===== config.mk =====
export PLATFORM = sky130hd
export DESIGN_NAME = seg_trace_decoder_flat
export DESIGN_NICKNAME = d
export VERILOG_FILES = /design/src/rtl/seg_trace_decoder_if.sv /design/src/rtl/seg_trace_decoder.sv /design/src/flat_wrapper.sv
export SDC_FILE = /design/constraint.sdc
export NUM_CORES = 1
export LEC_CHECK = 0
export BUFFER_PORTS_ARGS = -buffer_cell sky130_fd_sc_hd__buf_2
export CELL_PAD_IN_SITES_DETAIL_PLACEMENT = 1
export CELL_PAD_IN_SITES_GLOBAL_PLACEMENT = 2
export CORE_ASPECT_RATIO = 1.4
export CORE_MARGIN = 4
export CORE_UTILIZATION = 32
export CTS_CLUSTER_DIAMETER = 40
export DETAILED_ROUTE_END_ITERATION = 8
export GPL_ROUTABILITY_DRIVEN = 0
export PLACE_DENSITY = 0.66
export SYNTH_ARGS = -nofsm -noshare
export SYNTH_HDL_FRONTEND = slang
export SYNTH_SLANG_ARGS = --single-unit

===== constraint.sdc =====
create_clock -name clk -period 7.1 [get_ports clk]
set_input_delay 0.355 -clock clk [delete_from_list [all_inputs] [get_ports clk]]
set_output_delay 0.355 -clock clk [all_outputs]
set_load 0.005 [all_outputs]

===== src/rtl/seg_trace_decoder_if.sv =====
`default_nettype none
// ============================================================================
// Module   : seg_trace_decoder_if
// Purpose  : Valid/ready trace-record port of seg_trace_decoder.
// Revision : 1.0 - initial release
// ============================================================================
interface seg_trace_decoder_if;
    logic        out_valid;
    logic        out_ready;
    logic [22:0] out_data;

    modport master (output out_valid, output out_data, input out_ready);
    modport slave  (input out_valid, input out_data, output out_ready);
endinterface
`default_nettype wire


===== src/rtl/seg_trace_decoder.sv =====
`default_nettype none
// ============================================================================
// Module   : seg_trace_decoder
// Purpose  : Decodes the six 7-segment buses and LED into stability-filtered
//            trace records, queued in a FIFO drained over valid/ready.
// Revision : 1.0 - initial release
// ============================================================================
module seg_trace_decoder #(
    parameter int STABLE_CYCLES = 4,
    parameter int DEPTH         = 8
) (
    input  logic                clk,
    input  logic                Reset,
    input  logic [6:0]          AddressTens,
    input  logic [6:0]          AddressOnes,
    input  logic [6:0]          InstTens,
    input  logic [6:0]          InstOnes,
    input  logic [6:0]          Tens,
    input  logic [6:0]          Ones,
    input  logic                LED,
    seg_trace_decoder_if.master trace,
    output logic                overflow,
    output logic [7:0]          drop_count
);
    localparam int         c_AW     = $clog2(DEPTH);
    localparam logic [8:0] c_STABLE = 9'(STABLE_CYCLES);

    localparam logic [1:0] c_WAIT   = 2'd0;
    localparam logic [1:0] c_COUNT  = 2'd1;
    localparam logic [1:0] c_COMMIT = 2'd2;
    localparam logic [1:0] c_HOLD   = 2'd3;

    logic [42:0] w_bus;
    logic [42:0] r_sample;
    logic        r_sample_vld;
    logic        w_same;

    assign w_bus = {AddressTens, AddressOnes, InstTens, InstOnes, Tens, Ones, LED};

    // The candidate always equals the last sample (it follows in WAIT, and any
    // difference reloads it), so the sample register serves as the candidate.
    always_ff @(posedge clk) begin
        if (!Reset) begin
            r_sample     <= '0;
            r_sample_vld <= 1'b0;
        end else begin
            r_sample     <= w_bus;
            r_sample_vld <= 1'b1;
        end
    end

    assign w_same = r_sample_vld && (w_bus == r_sample);

    logic [23:0] w_dval;
    logic [5:0]  w_dbad;

    for (genvar gi = 0; gi < 6; gi++) begin : g_digit
        logic [6:0] w_seg;
        logic [3:0] w_val;
        logic       w_bad;

        assign w_seg = r_sample[7*gi+1 +: 7];

        always_comb begin
            w_val = 4'd0;
            w_bad = 1'b0;
            case (w_seg)
                7'b0000001: w_val = 4'd0;
                7'b1001111: w_val = 4'd1;
                7'b0010010: w_val = 4'd2;
                7'b0000110: w_val = 4'd3;
                7'b1001100: w_val = 4'd4;
                7'b0100100: w_val = 4'd5;
                7'b0100000: w_val = 4'd6;
                7'b0001111: w_val = 4'd7;
                7'b0000000: w_val = 4'd8;
                7'b0000100: w_val = 4'd9;
                7'b1111111: w_val = 4'd0;
                default:    w_bad = 1'b1;
            endcase
        end

        assign w_dval[4*gi +: 4] = w_val;
        assign w_dbad[gi]        = w_bad;
    end

    logic [6:0]  w_addr;
    logic [6:0]  w_inst;
    logic [6:0]  w_res;
    logic [22:0] w_rec;

    assign w_addr = 7'(w_dval[23:20]) * 7'd10 + 7'(w_dval[19:16]);
    assign w_inst = 7'(w_dval[15:12]) * 7'd10 + 7'(w_dval[11:8]);
    assign w_res  = 7'(w_dval[7:4])   * 7'd10 + 7'(w_dval[3:0]);
    assign w_rec  = {w_addr, w_inst, w_res, r_sample[0], |w_dbad};

    logic [1:0] r_state;
    logic [1:0] w_state_nxt;
    logic [7:0] r_cnt;
    logic [7:0] w_cnt_nxt;
    logic [8:0] w_cnt_inc;
    logic       w_commit;

    assign w_cnt_inc = {1'b0, r_cnt} + 9'd1;

    always_ff @(posedge clk) begin
        if (!Reset) begin
            r_state <= c_WAIT;
            r_cnt   <= '0;
        end else begin
            r_state <= w_state_nxt;
            r_cnt   <= w_cnt_nxt;
        end
    end

    // The commit fires on the edge that enters COMMIT, so the record lands on
    // the STABLE_CYCLES-th equal sample.
    always_comb begin
        w_state_nxt = r_state;
        w_cnt_nxt   = r_cnt;
        w_commit    = 1'b0;
        case (r_state)
            c_WAIT, c_COUNT: begin
                if (!w_same) begin
                    w_state_nxt = c_WAIT;
                    w_cnt_nxt   = '0;
                end else if (w_cnt_inc == c_STABLE) begin
                    w_state_nxt = c_COMMIT;
                    w_cnt_nxt   = '0;
                    w_commit    = 1'b1;
                end else begin
                    w_state_nxt = c_COUNT;
                    w_cnt_nxt   = w_cnt_inc[7:0];
                end
            end
            default: begin
                if (!w_same) begin
                    w_state_nxt = c_WAIT;
                    w_cnt_nxt   = '0;
                end else begin
                    w_state_nxt = c_HOLD;
                end
            end
        endcase
    end

    logic [22:0] r_last;
    logic        r_last_vld;
    logic        w_push;

    assign w_push = w_commit && (!r_last_vld || (w_rec != r_last));

    always_ff @(posedge clk) begin
        if (!Reset) begin
            r_last     <= '0;
            r_last_vld <= 1'b0;
        end else if (w_commit) begin
            r_last     <= w_rec;
            r_last_vld <= 1'b1;
        end
    end

    logic [c_AW:0] r_wr;
    logic [c_AW:0] r_rd;
    logic [22:0]   r_mem [DEPTH];
    logic          w_empty;
    logic          w_full;
    logic          w_pop;
    logic          w_wr_en;
    logic          w_drop;
    logic          r_overflow;
    logic [7:0]    r_drop_count;

    assign w_empty = (r_wr == r_rd);
    assign w_full  = (r_wr[c_AW] != r_rd[c_AW]) && (r_wr[c_AW-1:0] == r_rd[c_AW-1:0]);
    assign w_pop   = !w_empty && trace.out_ready;
    // A simultaneous pop frees the slot, so a push into a full FIFO still lands.
    assign w_wr_en = w_push && (!w_full || w_pop);
    assign w_drop  = w_push && w_full && !w_pop;

    always_ff @(posedge clk) begin
        if (w_wr_en) begin
            r_mem[r_wr[c_AW-1:0]] <= w_rec;
        end
    end

    always_ff @(posedge clk) begin
        if (!Reset) begin
            r_wr         <= '0;
            r_rd         <= '0;
            r_overflow   <= 1'b0;
            r_drop_count <= '0;
        end else begin
            if (w_wr_en) begin
                r_wr <= r_wr + {{c_AW{1'b0}}, 1'b1};
            end
            if (w_pop) begin
                r_rd <= r_rd + {{c_AW{1'b0}}, 1'b1};
            end
            if (w_drop) begin
                r_overflow <= 1'b1;
                if (r_drop_count != 8'hFF) begin
                    r_drop_count <= r_drop_count + 8'd1;
                end
            end
        end
    end

    assign trace.out_valid = !w_empty;
    assign trace.out_data  = w_empty ? '0 : r_mem[r_rd[c_AW-1:0]];
    assign overflow        = r_overflow;
    assign drop_count      = r_drop_count;
endmodule
`default_nettype wire

===== src/flat_wrapper.sv =====
// flat-port wrapper written by rule: the top's interface ports become plain ports
module seg_trace_decoder_flat 
#(
    parameter int STABLE_CYCLES = 4,
    parameter int DEPTH         = 8
)
  (clk, Reset, AddressTens, AddressOnes, InstTens, InstOnes, Tens, Ones, LED, overflow, drop_count, trace_out_valid, trace_out_data, trace_out_ready);
  seg_trace_decoder_if trace_i ();
  input  logic clk;
  input  logic Reset;
  input  logic [6:0] AddressTens;
  input  logic [6:0] AddressOnes;
  input  logic [6:0] InstTens;
  input  logic [6:0] InstOnes;
  input  logic [6:0] Tens;
  input  logic [6:0] Ones;
  input  logic LED;
  output logic overflow;
  output logic [7:0] drop_count;
  output wire logic [$bits(trace_i.out_valid)-1:0] trace_out_valid;
  output wire logic [$bits(trace_i.out_data)-1:0] trace_out_data;
  input wire logic [$bits(trace_i.out_ready)-1:0] trace_out_ready;
  assign trace_out_valid = trace_i.out_valid;
  assign trace_out_data = trace_i.out_data;
  assign trace_i.out_ready = trace_out_ready;
  seg_trace_decoder #(.STABLE_CYCLES(STABLE_CYCLES), .DEPTH(DEPTH)) u_core (.clk(clk), .Reset(Reset), .AddressTens(AddressTens), .AddressOnes(AddressOnes), .InstTens(InstTens), .InstOnes(InstOnes), .Tens(Tens), .Ones(Ones), .LED(LED), .trace(trace_i), .overflow(overflow), .drop_count(drop_count));
endmodule

# --- Word level (Yosys, flattened, before mapping) ---
# Memory sizes are Yosys's and may differ from the RTL's. A register that Yosys moved wholly into a read port is not among the register bits.
# Index checks and enable logic that the tools add are counted.
word_totals:
  register_bits: 95
  mem_bits_rw: 184
  input_bits: 46
  out_inout_bits: 33
  mem_count: 1
mem_list:
  columns: ["name", "depth", "width", "rd", "rd_clocked_by_memory_dff", "write_ports", "line_no", "rtl"]
  rows:
  - ["u_core.r_mem", 8, 23, 1, 1, 1, "seg_trace_decoder.sv:165", "logic [22:0] r_mem [DEPTH];"]
op_classes:
  n_addsub: 7
  multipliers: 3
  n_eq_ne: 69
  muxes: 29
  n_reduce_logical: 29
op_table:
  columns: ["operator", "n"]
  rows:
  - ["one-hot mux 4 bit (9 select lines)", 6]
  - ["equality test 7 bit, second input constant", 18]
  - ["equality test 7 x 3 -> 1 bit, second input constant", 12]
  - ["equality test 7 x 6 -> 1 bit, second input constant", 12]
  - ["OR reduction 11 bit", 6]
  - ["equality test 43 bit", 1]
  - ["equality test 7 x 1 -> 1 bit, second input constant", 6]
  - ["equality test 7 x 4 -> 1 bit, second input constant", 6]
  - ["equality test 7 x 5 -> 1 bit, second input constant", 6]
  - ["logical NOT 7 bit", 6]
  - ["2-to-1 mux 8 bit", 4]
  - ["2-to-1 mux 23 bit", 1]
  - ["!= test 23 bit", 1]
  - ["adder 7 x 4 -> 7 bit", 3]
  - ["multiplier 4 x 3 -> 6 bit, second input constant", 3]
  - ["2-to-1 mux 1 bit", 12]
  - ["adder 8 x 1 -> 9 bit, second input constant", 1]
  - ["equality test 9 x 3 -> 1 bit, second input constant", 1]
  - ["adder 4 x 1 -> 4 bit, second input constant", 2]
  - ["adder 8 x 1 -> 8 bit, second input constant", 1]
  - ["2-to-1 mux 2 bit", 4]
  - ["!= test 8 bit, second input constant", 1]
  - ["logical AND 1 bit", 7]
  - ["2-to-1 mux 3 bit", 2]
  - ["11 further kinds", 15]

# --- Logic depth before layout (Yosys ltp) ---
# Gate-level depths: netlist (run 1).
logic_depth:
  word_depth: 10
  depth_mapped: 21
  mapped_depth_nobuf: 18

# --- Worst setup path after synthesis (run 1) ---
# Ideal clock, no wire load.
synth_timing:
  path_kind: "flip-flop to flip-flop"
  from: "register u_core.r_sample[37]"
  to: "memory u_core.r_mem[1][0], enable pin"
  setup_ns: 0.470
  arrival_ns: 6.276
  required_time_ns: 6.630
  path_slack_ns: 0.354
  stages_incl_launch_ff: 18
  n_path_buf: 2
  period_less_slack_ns: 6.746
  path_cell_list: "dfxtp_1 clkbuf_1 or4b_1 o22a_1 o41a_1 inv_1 ha_1 ha_1 fa_1 nand2_1 a21oi_1 xor3_1 xor2_1 or3_1 a211oi_2 or2_2 clkbuf_1 nor4b_1"
synth_via:
  elab_chain_len: 10
synth_lines:
  columns: ["element", "line_no", "rtl"]
  rows:
  - ["from (decl)", "seg_trace_decoder.sv:34", "logic [42:0] r_sample;"]
  - ["from (signal assigned)", "seg_trace_decoder.sv:47", "r_sample <= w_bus;"]
  - ["equality test 7 x 3 -> 1 bit (tied with other cells)", "seg_trace_decoder.sv:67", "case (w_seg)"]
  - ["one-hot mux 4 bit (9 select lines) (*)", "seg_trace_decoder.sv:67", null]
  - ["multiplier 4 x 3 -> 6 bit (*)", "seg_trace_decoder.sv:92", "assign w_addr = 7'(w_dval[23:20]) * 7'd10 + 7'(w_dval[19:16]);"]
  - ["adder 7 x 4 -> 7 bit (*)", "seg_trace_decoder.sv:92", null]
  - ["via u_core.w_addr[6]", "seg_trace_decoder.sv:87", "logic [6:0] w_addr;"]
  - ["!= test 23 bit (*)", "seg_trace_decoder.sv:151", "assign w_push = w_commit && (!r_last_vld || (w_rec != r_last));"]
  - ["logical OR 1 bit (*)", "seg_trace_decoder.sv:151", null]
  - ["logical AND 1 bit (*)", "seg_trace_decoder.sv:151", null]
  - ["logical AND 1 bit (*)", "seg_trace_decoder.sv:178", "assign w_wr_en = w_push && (!w_full || w_pop);"]
  - ["2-to-1 mux 1 bit (*)", "seg_trace_decoder.sv:182", "if (w_wr_en) begin"]
  - ["2-to-1 mux 1 bit (not written as such) (*)", "seg_trace_decoder.sv:183", "r_mem[r_wr[c_AW-1:0]] <= w_rec;"]
  - ["to (decl)", "seg_trace_decoder.sv:165", null]
# Mark *: on every way through the listed nets, which the timed path passes. The rest lies on a longest branch.

# --- Worst setup path in the final report (run 1) ---
layout_timing:
  from: "register u_core.r_sample[26]"
  to: "memory u_core.r_mem[3][19], enable pin"
layout_via:
  elab_chain_len: 10
layout_lines:
  columns: ["element", "line_no"]
  rows:
  - ["equality test 7 x 3 -> 1 bit (tied with other cells)", "seg_trace_decoder.sv:67"]
  - ["one-hot mux 4 bit (9 select lines) / OR reduction 11 bit (equally long branches)", null]
  - ["multiplier 4 x 3 -> 6 bit / 2-to-1 mux 1 bit (equally long branches)", "seg_trace_decoder.sv:93, seg_trace_decoder.sv:67"]
  - ["adder 7 x 4 -> 7 bit / OR reduction 6 bit (equally long branches)", "seg_trace_decoder.sv:93, seg_trace_decoder.sv:95"]
  - ["!= test 23 bit", "seg_trace_decoder.sv:151"]
  - ["logical OR 1 bit", "seg_trace_decoder.sv:151"]
  - ["logical AND 1 bit (*)", "seg_trace_decoder.sv:151"]
  - ["logical AND 1 bit (*)", "seg_trace_decoder.sv:178"]
  - ["2-to-1 mux 1 bit (*)", "seg_trace_decoder.sv:182"]
  - ["2-to-1 mux 1 bit (not written as such) (*)", "seg_trace_decoder.sv:183"]
# Every way passes the cells marked *; elsewhere a longest branch is shown, timed or not.

==> reports/qor.yml, run 1 <==
syn2layout_area_growth_pct: 16.2
grt_pass1_wl_mm: 52.6
p_per_area_nw_per_um2: 248
die_y_um: 249
rows: 87
final_cell_mix: "184 x edfxtp_1, 95 x dfxtp_1, 78 x buf_2"
numPortBuffers: 78
setup_viol: 0
cp_slowest_cell: "nor4b_1"
die_w_um: 180
wl_per_cell_um: 20.0
antenna_cells: 0
cp-start-kind: "flop"
post-cts-setup-buffers: 0
drt_first_pass_iters: 4
cp_slowest_stage_delay_ns: 0.66
drive_gt1_share_pct: 20.5
total_power_uw: 3820
holdCritPathClass: "input port to flop"
required_ns: 7.34
ys_types: 73
worst_ir_drop_vdd_uv: 153
crit_buf_inv: 3
rsz0062_at_grt: "false"
antenna_found_initial: 0
track_usage_pct: 14.8
timing.fmax_ghz: 0.174
ios: 79
crit_arrival_ns: 6.00
pre_cts_ws_ns: 1.26
start_util_pct: 32.6
die_area_sq_um: 44700
placed_area_sq_um: 14200
hpwl_mm: 22.4
cts_hold_buffers: 0
cts_root_buf: "clkbuf_16"
cts_made_buffers: 36
htreeDepth: 2
synth_area_sq_um: 13200
post_cts_resized: 0
design_area_sq_um: 15400
wirelength_mm: 33.0
insertion_delay_ns: 0.54
hold_depth: 2
worst-path-max-fanout: 24
netlist_instances: 1029
grt_max_degree: 51
clock_sinks: 281
end_kind: "flop"
vias: 8311
numPlacedInstances: 1587
leakagePower_uw: 0.00547
clk_pin_slew_ns: 0.05
cap_violations: 0
fill_cells: 4290
slew_headroom_pct: 28.1
postRouteAntennaNets: 0
finalSetupTns_ns: 0
grt_pass1_vias: 9032
ys_seq_area_share_pct: 56.4
clock_skew_ns: 0.0231
avgSynthCellArea_sq_um: 12.9
clk_path_buf_depth: 3
vias_per_cell: 5.03
crit_chain: "or3_1 -> or3b_2 -> o21ai_0 -> ha_1 -> ha_1 -> inv_1 -> fa_1 -> nor4b_1 -> xnor2_1 -> xnor2_1 -> or4b_2 -> a211oi_2 -> buf_4 -> or2_2 -> nor3_2 -> buf_4"
hold_viol_final: 0
synth.ff_latch_count: 281
r2r_cells: 16
worst_pin_slew_ns: 1.08
status: "completed"
fp.coreArea_sq_um: 40600
period_share_pct: 81.1
path_class: "flop to flop"
final_common_cell: "edfxtp_1"
drcViolationCount: 0
path_depth: 16
synth_ff_type: "edfxtp_1"
drtIter0Drc: 498
synthArstFlopShare_pct: 0
fin_crit_ns: 5.76
gr-total-overflow: 0
synth_warnings: 0
timing.final.ws_setup_ns: 1.34
fin_cells: 1653
num-nets-final: 1165
final_max_slew_viol_count: 0
syn-num-nets: 1103
synth-edff-count: 184
tritoncts: "done"
path_delay_family: "simple AND/OR/NAND/NOR gates"
layer usage:
layer | global-route usage (%) | share of wire (%)
met1 | 17.2 | 40
met2 | 27.3 | 53
met3 | 2.49 | 3.1
met4 | 5.51 | 3.5
met5 | 0 | 0
power breakdown:
group	leakage, uW	internal (uW)	switching, uW
logic	0.00215	86.4	119
clock network	0.000580	1080	730
registers	0.00275	1770	34.8
cell usage after synthesis (all sizes together), types with 12 or more instances:
| cell | n | area share [%] |
|---|---|---|
| buf | 17 | 0.69 |
| edfxtp | 184 | 42 |
| nor4 | 13 | 0.61 |
| and2 | 49 | 2.3 |
| ha | 22 | 2.1 |
| nor2 | 67 | 1.9 |
| o21ai | 13 | 0.49 |
| mux4 | 46 | 7.8 |
| a21oi | 42 | 1.6 |
| clkbuf | 54 | 1.5 |
| nand4 | 22 | 1.0 |
| dfxtp | 97 | 15 |
| mux2i | 29 | 2.2 |
| nor2b | 12 | 0.57 |
| nor3 | 15 | 0.74 |
| inv | 29 | 0.82 |
| xnor2 | 73 | 4.8 |
| nand2 | 53 | 1.5 |
| xor2 | 16 | 1.1 |
| nand3 | 21 | 0.79 |
| or4 | 13 | 0.79 |
final timing paths:
kind                       startpoint                  end  slack [ns]
setup / recovery  u_core.r_sample[26]  u_core.r_mem[3][19]        1.34
hold / removal            InstOnes[6]  u_core.r_sample[21]        0.05
setup reg to reg  u_core.r_sample[26]  u_core.r_mem[3][19]        1.34
hold reg to reg      u_core.r_last[5]     u_core.r_last[5]        0.46
sequential cells by signal (all words and copies together) (netlist names), 4 cells and up, named ones only:
register,flops
u_core.r_mem,184
u_core.r_sample,43
u_core.r_last,23
u_core.drop_count,8
u_core.r_cnt,8
u_core.r_rd,4
u_core.r_wr,4
per-stage QoR:
stage / utilization, % / hold WS [ns]
after floorplan: - / 0.383
after global placement: 34.9 / 0.443
after detailed placement: 34.9 / 0.454
after CTS: 37.9 / 0.0299
after global routing: 37.9 / 0.0436
final: 37.9 / 0.0539
cell type report:
cell class,count,area (sq um),share of cell area [%]
flip-flops and latches,281,7470,48.6
multi-input cells,648,5420,35.2
clock buffers,44,951,6.18
well taps,534,668,4.34
repair buffers,95,518,3.37
clock inverters,22,244,1.59
inverters,29,109,0.708
kinds of logic (layout without fill, tap and decap cells):
group	Yosys count	after routing	share of synthesized area (%)
AOI/OAI and AO/OA	123	123	6.40
and+or+nand+nor	323	323	13.6
xor gates and xnor gates	98	98	7.47
buffers and inverters	100	190	3.05
DFF	281	281	56.4
muxes	76	76	10.1
adders and majority gates	28	28	2.99
(Power assumes the default switching activity.)
==> run 2: changes to the inputs <==
ABC_AREA = 1   (was unset)
PLACE_DENSITY = 0.71   (was 0.66)
clock period = 5.6 ns   (was 7.1 ns; I/O delays follow)
==> reports/qor.yml, run 2 <==
ys_types: 46  # -37%
avgSynthCellArea_sq_um: 8.27  # -36%
fill_cells: 5215  # +22%
num-nets-final: 1930  # +66%
cts_root_buf: "clkbuf_16"
fp.coreArea_sq_um: 44100  # +8.5%
yosysMostFrequentCell: "nand2_1"
yosys.area_share.adder_pct: 2.77  # -0.22 points
design_area_sq_um: 17000  # +10%
synth.ff_latch_count: 281  # unchanged
worst_ir_drop_vdd_uv: 168  # +9.6%
post-route-util_pct: 38.5  # +0.64 points
drt_first_pass_iters: 4  # unchanged
ys_top_cells_by_area: "edfxtp_1 39%, dfxtp_1 14%, nand2_1 9.0%"
antenna_cells: 0  # unchanged
netlist_instances: 1728  # +68%
synth_top_area_share_pct: 38.7  # -3.1 points
synth_area_leader_cell: "edfxtp_1"
clock_skew_ns: 0.0316  # +0.00857 ns
end_kind: "flop"
final_max_slew_viol_count: 0  # unchanged
synth_area_sq_um: 14300  # +7.9%
post-cts-setup-buffers: 0  # unchanged
clock_sinks: 281  # unchanged
final_common_cell: "nand2_1"
rows: 91  # +4.6%
crit_arrival_ns: 5.07  # -0.93 ns
multi_input_area_sq_um: 5780  # +6.6%
cts_made_buffers: 37  # +2.8%
syn2layout_area_growth_pct: 18.8
synth_top_family_by_area: "simple AND/OR/NAND/NOR gates"
track_usage_pct: 18.3  # +3.5 points
crit_start: "u_core.r_sample[13]"
drtIter0Drc: 544  # +9.2%
cts_hold_buffers: 42  # +42
die_w_um: 187  # +3.7%
sw_frac_of_total_pct: 26.1  # +3.0 points
grt_pass1_wl_mm: 70.5  # +34%
p_int_uw: 3890  # +32%
timing.fmax_ghz: 0.202  # +17%
holdCritPathClass: "input port to flop"
p_per_area_nw_per_um2: 310  # +25%
muxShareOfSynthArea_pct: 0  # -10 points
gr-total-overflow: 0  # unchanged
synth_ff_type: "edfxtp_1"
pwr-share-seq_pct: 43.4  # -3.8 points
path_class: "flop to flop"
synth_compound_area_share_pct: 10.3  # +3.9 points
numPortBuffers: 78  # unchanged
p_sw_uw: 1370  # +55%
worst-path-max-fanout: 23  # -4.2%
combPwrFrac_pct: 11.9  # +6.5 points
hold_viol_final: 0  # unchanged
synth-edff-count: 184  # unchanged
required_ns: 5.73  # -1.61 ns
ys_seq_area_share_pct: 52.3  # -4.1 points
period_share_pct: 88.2  # +7.1 points
worst_pin_slew_ns: 1.32  # +0.241 ns
vias: 11900  # +43%
status: "completed"
drcViolationCount: 0  # unchanged
insertion_delay_ns: 0.54  # about the same
wirelength_mm: 44.3  # +34%
grt_max_degree: 57  # +12%
synth_warnings: 0  # unchanged
cap_violations: 0  # unchanged
wl_per_cell_um: 18.2  # -9.1%
clk_path_buf_depth: 3  # unchanged
leakagePower_uw: 0.00750  # +37%
drive_gt1_share_pct: 13.2  # -7.3 points
postRouteAntennaNets: 0  # unchanged
min_from: "Tens[2]"
hpwl_mm: 32.3  # +44%
htreeDepth: 2  # unchanged
clk_pin_slew_ns: 0.05  # about the same
regArea_sq_um: 7470  # about the same
finalSetupTns_ns: 0  # unchanged
vias_per_cell: 4.88  # -3.0%
placed_area_sq_um: 15300  # +8.1%
synth-simple-area-share_pct: 25.9  # +12 points
final_cell_mix: "344 x nand2_1, 273 x nor2_1, 206 x inv_1"
start_util_pct: 32.4  # -0.18 points
synth-xor-area-share_pct: 1.35  # -6.1 points
clkPwrFrac_pct: 44.7  # -2.8 points
worstReg2RegStart: "u_core.r_sample[13]"
synth_top_cells_by_count: "344 x nand2_1, 281 x nor2_1, 207 x inv_1"
cp-start-kind: "flop"
timing.hold.ws_ns: 0.0338  # -0.0201 ns
fin_crit_ns: 4.94  # -0.817 ns
tritoncts: "done"
syn-num-nets: 1802  # +63%
largest_reg_flops: 184  # unchanged
antenna_found_initial: 0  # unchanged
rsz0062_at_grt: "false"
synthArstFlopShare_pct: 0  # unchanged
grt_pass1_vias: 12700  # +41%
slew_headroom_pct: 12.0  # -16 points
post_cts_resized: 0  # unchanged
die_area_sq_um: 48100  # +7.6%
total_power_uw: 5260  # +38%
ios: 79  # unchanged
die_y_um: 258  # +3.8%
setup_viol: 0  # unchanged
[run 2: cell count changes in the layout (fill, tap and decap cells not counted), moves of 61 or more]
cell,delta
nand2_1,+291
nor2_1,+207
o21ai_0,+142
nand3_1,+76
xnor2_1,-61
inv_1,+178
[run 2: layer usage]
layer / routed length (um) / GRT usage [%]
met2: 23600 / 35.6
met1: 18000 / 20.6
met5: 0 / 0
met3: 1210 / 2.30
met4: 1520 / 6.21
[run 2: final timing paths]
path,slack [ns],end,cells after the start
hold reg to reg,0.47,u_core.overflow,2
hold / removal,0.03,u_core.r_sample[10],3
setup reg to reg,0.66,u_core.r_mem[4][16],24
setup / recovery,0.66,u_core.r_mem[4][16],24
[run 2: logic make-up after synthesis]
group	Yosys count
xor+xnor	22
flops	281
fa+ha+maj	28
compound gates	269
buf+inv	281
simple gates	847
[run 2: through the flow]
stage | std cells | worst slack (ns)
finish | 2440 | 0.658
global route | 2440 | 0.149
CTS | 2440 | 0.628
detailed placement | 2333 | 0.621
global placement | 2333 | 0.829
floorplan | 1728 | 1.26
[run 2: final cells by class]
cell class	instances	share of cell area, %
clock buffer	47	5.85
sequential	281	44.0
timing repair buffer	137	5.53
inverter	233	5.15
clock inverter	18	1.30
multi-input combinational	1166	34.1
tap	558	4.11
[run 2: critical path, cell delays in order (launching register included)]
cell     delay (ns)
dfxtp_1        0.40
inv_2          0.10
nand3_2        0.13
inv_2          0.06
nand2_1        0.08
nand2_1        0.07
a21oi_1        0.11
o21ai_0        0.15
ha_1           0.24
ha_1           0.17
inv_1          0.06
fa_1           0.46
nor2_1         0.16
nand4_1        0.10
nand2_1        0.10
inv_1          0.04
nand3_1        0.12
nand2_2        0.18
o21ai_0        0.22
nor2_1         0.07
nand4_1        0.13
nand2_1        0.07
nor2_1         0.13
nand2_1        0.16
nor2_2         1.02
[run 2: power groups by stage]
stage	Clock, uW	Combinational (uW)	Sequential, uW
global placement	0	607	2320
finish	2350	627	2280
CTS	2420	642	2280
floorplan	0	395	2310
detailed placement	0	615	2330
global route	2510	714	2290
==> run 3: changes to the inputs <==
RECOVER_POWER = 100   (was unset)
==> reports/qor.yml, run 3 (same netlist as run 2, synthesis figures left out) <==
end_kind: "flop"
finalSetupTns_ns: 0  # unchanged
p_per_area_nw_per_um2: 312  # +0.75%
path_class: "flop to flop"
wirelength_mm: 44.3  # about the same
start_util_pct: 32.4  # unchanged
vias_per_cell: 4.86  # -0.24%
antenna_cells: 0  # unchanged
clock_skew_ns: 0.0328  # +0.00114 ns
final_max_slew_viol_count: 113  # +113
insertion_delay_ns: 0.54  # about the same
holdCritPathClass: "input port to flop"
die_w_um: 187  # unchanged
hold_viol_final: 0  # unchanged
syn2layout_area_growth_pct: 17.8
final_cell_mix: "346 x nand2_1, 282 x nor2_1, 211 x inv_1"
wl_per_cell_um: 18.2  # about the same
cp_slowest_stage_delay_ns: 1.00  # -0.02 ns
drt_first_pass_iters: 4  # unchanged
pre_cts_ws_ns: 0.621  # unchanged
crit_chain: "inv_1 -> nand2_1 -> clkinv_1 -> and2_0 -> nor2_2 -> nand2_1 -> ha_1 -> ha_1 -> fa_1 -> nand2_1 -> inv_1 -> nand4_1 -> nand2_1 -> nand3_1 -> nand2_2 -> nand2_1 -> nand4_1 -> nor3_1 -> nand4_1 -> nand2_1 -> nor2_1 -> nand2_1 -> nor2_2"
clk_pin_slew_ns: 0.05  # about the same
cp_common_cell: "nand2_1"
timing.fmax_ghz: 0.201  # -0.91%
fill_cells: 5235  # +0.38%
worst-path-max-fanout: 23  # unchanged
numPortBuffers: 78  # unchanged
rows: 91  # unchanged
timing.final.ws_setup_ns: 0.613  # -0.0454 ns
tritoncts: "done"
numPlacedInstances: 2333  # unchanged
worstReg2RegStart: "u_core.r_sample[40]"
violations: "capacitance limit, slew limit"
drcViolationCount: 0  # unchanged
worst_ir_drop_vdd_uv: 168  # about the same
fp.coreArea_sq_um: 44100  # unchanged
largest_reg_flops: 184  # unchanged
post-route-util_pct: 38.2  # -0.34 points
ios: 79  # unchanged
fin_crit_ns: 4.99  # +0.0454 ns
cts_made_buffers: 37  # unchanged
slew_headroom_pct: -48.9  # -61 points
num-nets-final: 1930  # unchanged
cts_root_buf: "clkbuf_16"
drtIter0Drc: 497  # -8.6%
antenna_found_initial: 0  # unchanged
worst_pin_slew_ns: 2.23  # +0.914 ns
track_usage_pct: 18.3  # unchanged
rsz0062_at_grt: "false"
grt_pass1_wl_mm: 70.5  # unchanged
postRouteAntennaNets: 0  # unchanged
die_y_um: 258  # unchanged
period_share_pct: 89.1  # +0.81 points
clk_path_buf_depth: 3  # unchanged
vias: 11900  # -0.24%
fin_cells: 2440  # unchanged
post_cts_resized: 0  # unchanged
hpwl_mm: 32.3  # unchanged
clock_sinks: 281  # unchanged
crit_arrival_ns: 5.12  # +0.05 ns
crit_start: "u_core.r_sample[40]"
status: "finished, violations left"
cap_violations: 4  # +4
grt_max_degree: 57  # unchanged
grt_pass1_vias: 12700  # unchanged
gr-total-overflow: 0  # unchanged
final_common_cell: "nand2_1"
setup_viol: 0  # unchanged
required_ns: 5.73  # about the same
min_from: "Tens[2]"
cp_slowest_cell: "nor2_2"
timing.hold.ws_ns: 0.0346  # +0.000767 ns
die_area_sq_um: 48100  # unchanged
drive_gt1_share_pct: 10.3  # -2.9 points
htreeDepth: 2  # unchanged
leakagePower_uw: 0.00735  # -2.0%
cp-start-kind: "flop"
-- run 3: cell count changes in the layout (fill, tap and decap cells not counted), moves of 5 or more --
cell and delta:
buf_2 -26, buf_4 -13, clkbuf_1 +28, clkbuf_2 +11, inv_1 +5, inv_2 -7, nor2_1 +9, nor2_2 -7
-- run 3: cell type report --
type | count | area, sq um | share of cell area, %
clock buffer | 47 | 993 | 5.90
clock inverter | 18 | 220 | 1.31
inverter | 233 | 875 | 5.20
multi-input combinational | 1166 | 5700 | 33.9
sequential | 281 | 7470 | 44.4
tap | 558 | 698 | 4.15
timing repair buffer | 137 | 871 | 5.18
-- run 3: what timing repair did --
item,in CTS,in global routing
hold buffers,42,0
setup buffers,0,0
endpoints found under the hold margin,42,0
-- run 3: critical path: cells and delay by family (launching register included) --
family	cells	cell delay, ns
buf+inv	3	0.27
fa+ha+maj	3	1.04
simple gates	17	2.88
flops	1	0.38
-- run 3: worst paths after layout --
path	end	slack [ns]	cells after the start
worst max register to register	u_core.r_mem[4][16]	0.61	23
worst max-delay path	u_core.r_mem[4][16]	0.61	23
worst min-delay path	u_core.r_sample[10]	0.03	3
worst min register to register	u_core.overflow	0.47	2
-- run 3: where the power goes --
part	internal [uW]	switching, uW
Sequential	2250	35.4
Combinational	194	427
Clock	1450	908
-- run 3: stage by stage --
stage	area, sq um	power (uW)
CTS	17000	5350
finish	16800	5260
global route	16800	5510
global placement	15300	2930
floorplan	14300	2700
detailed placement	15300	2940
-- run 3: layer usage --
| metal | global-route usage, % | vias to the layer above | part of all wire (%) |
|---|---|---|---|
| li1 | - | 5967 | - |
| met1 | 20.6 | 5689 | 41 |
| met2 | 35.6 | 149 | 54 |
| met3 | 2.30 | 62 | 2.4 |
| met4 | 6.21 | 0 | 3.2 |
| met5 | 0 | - | 0 |
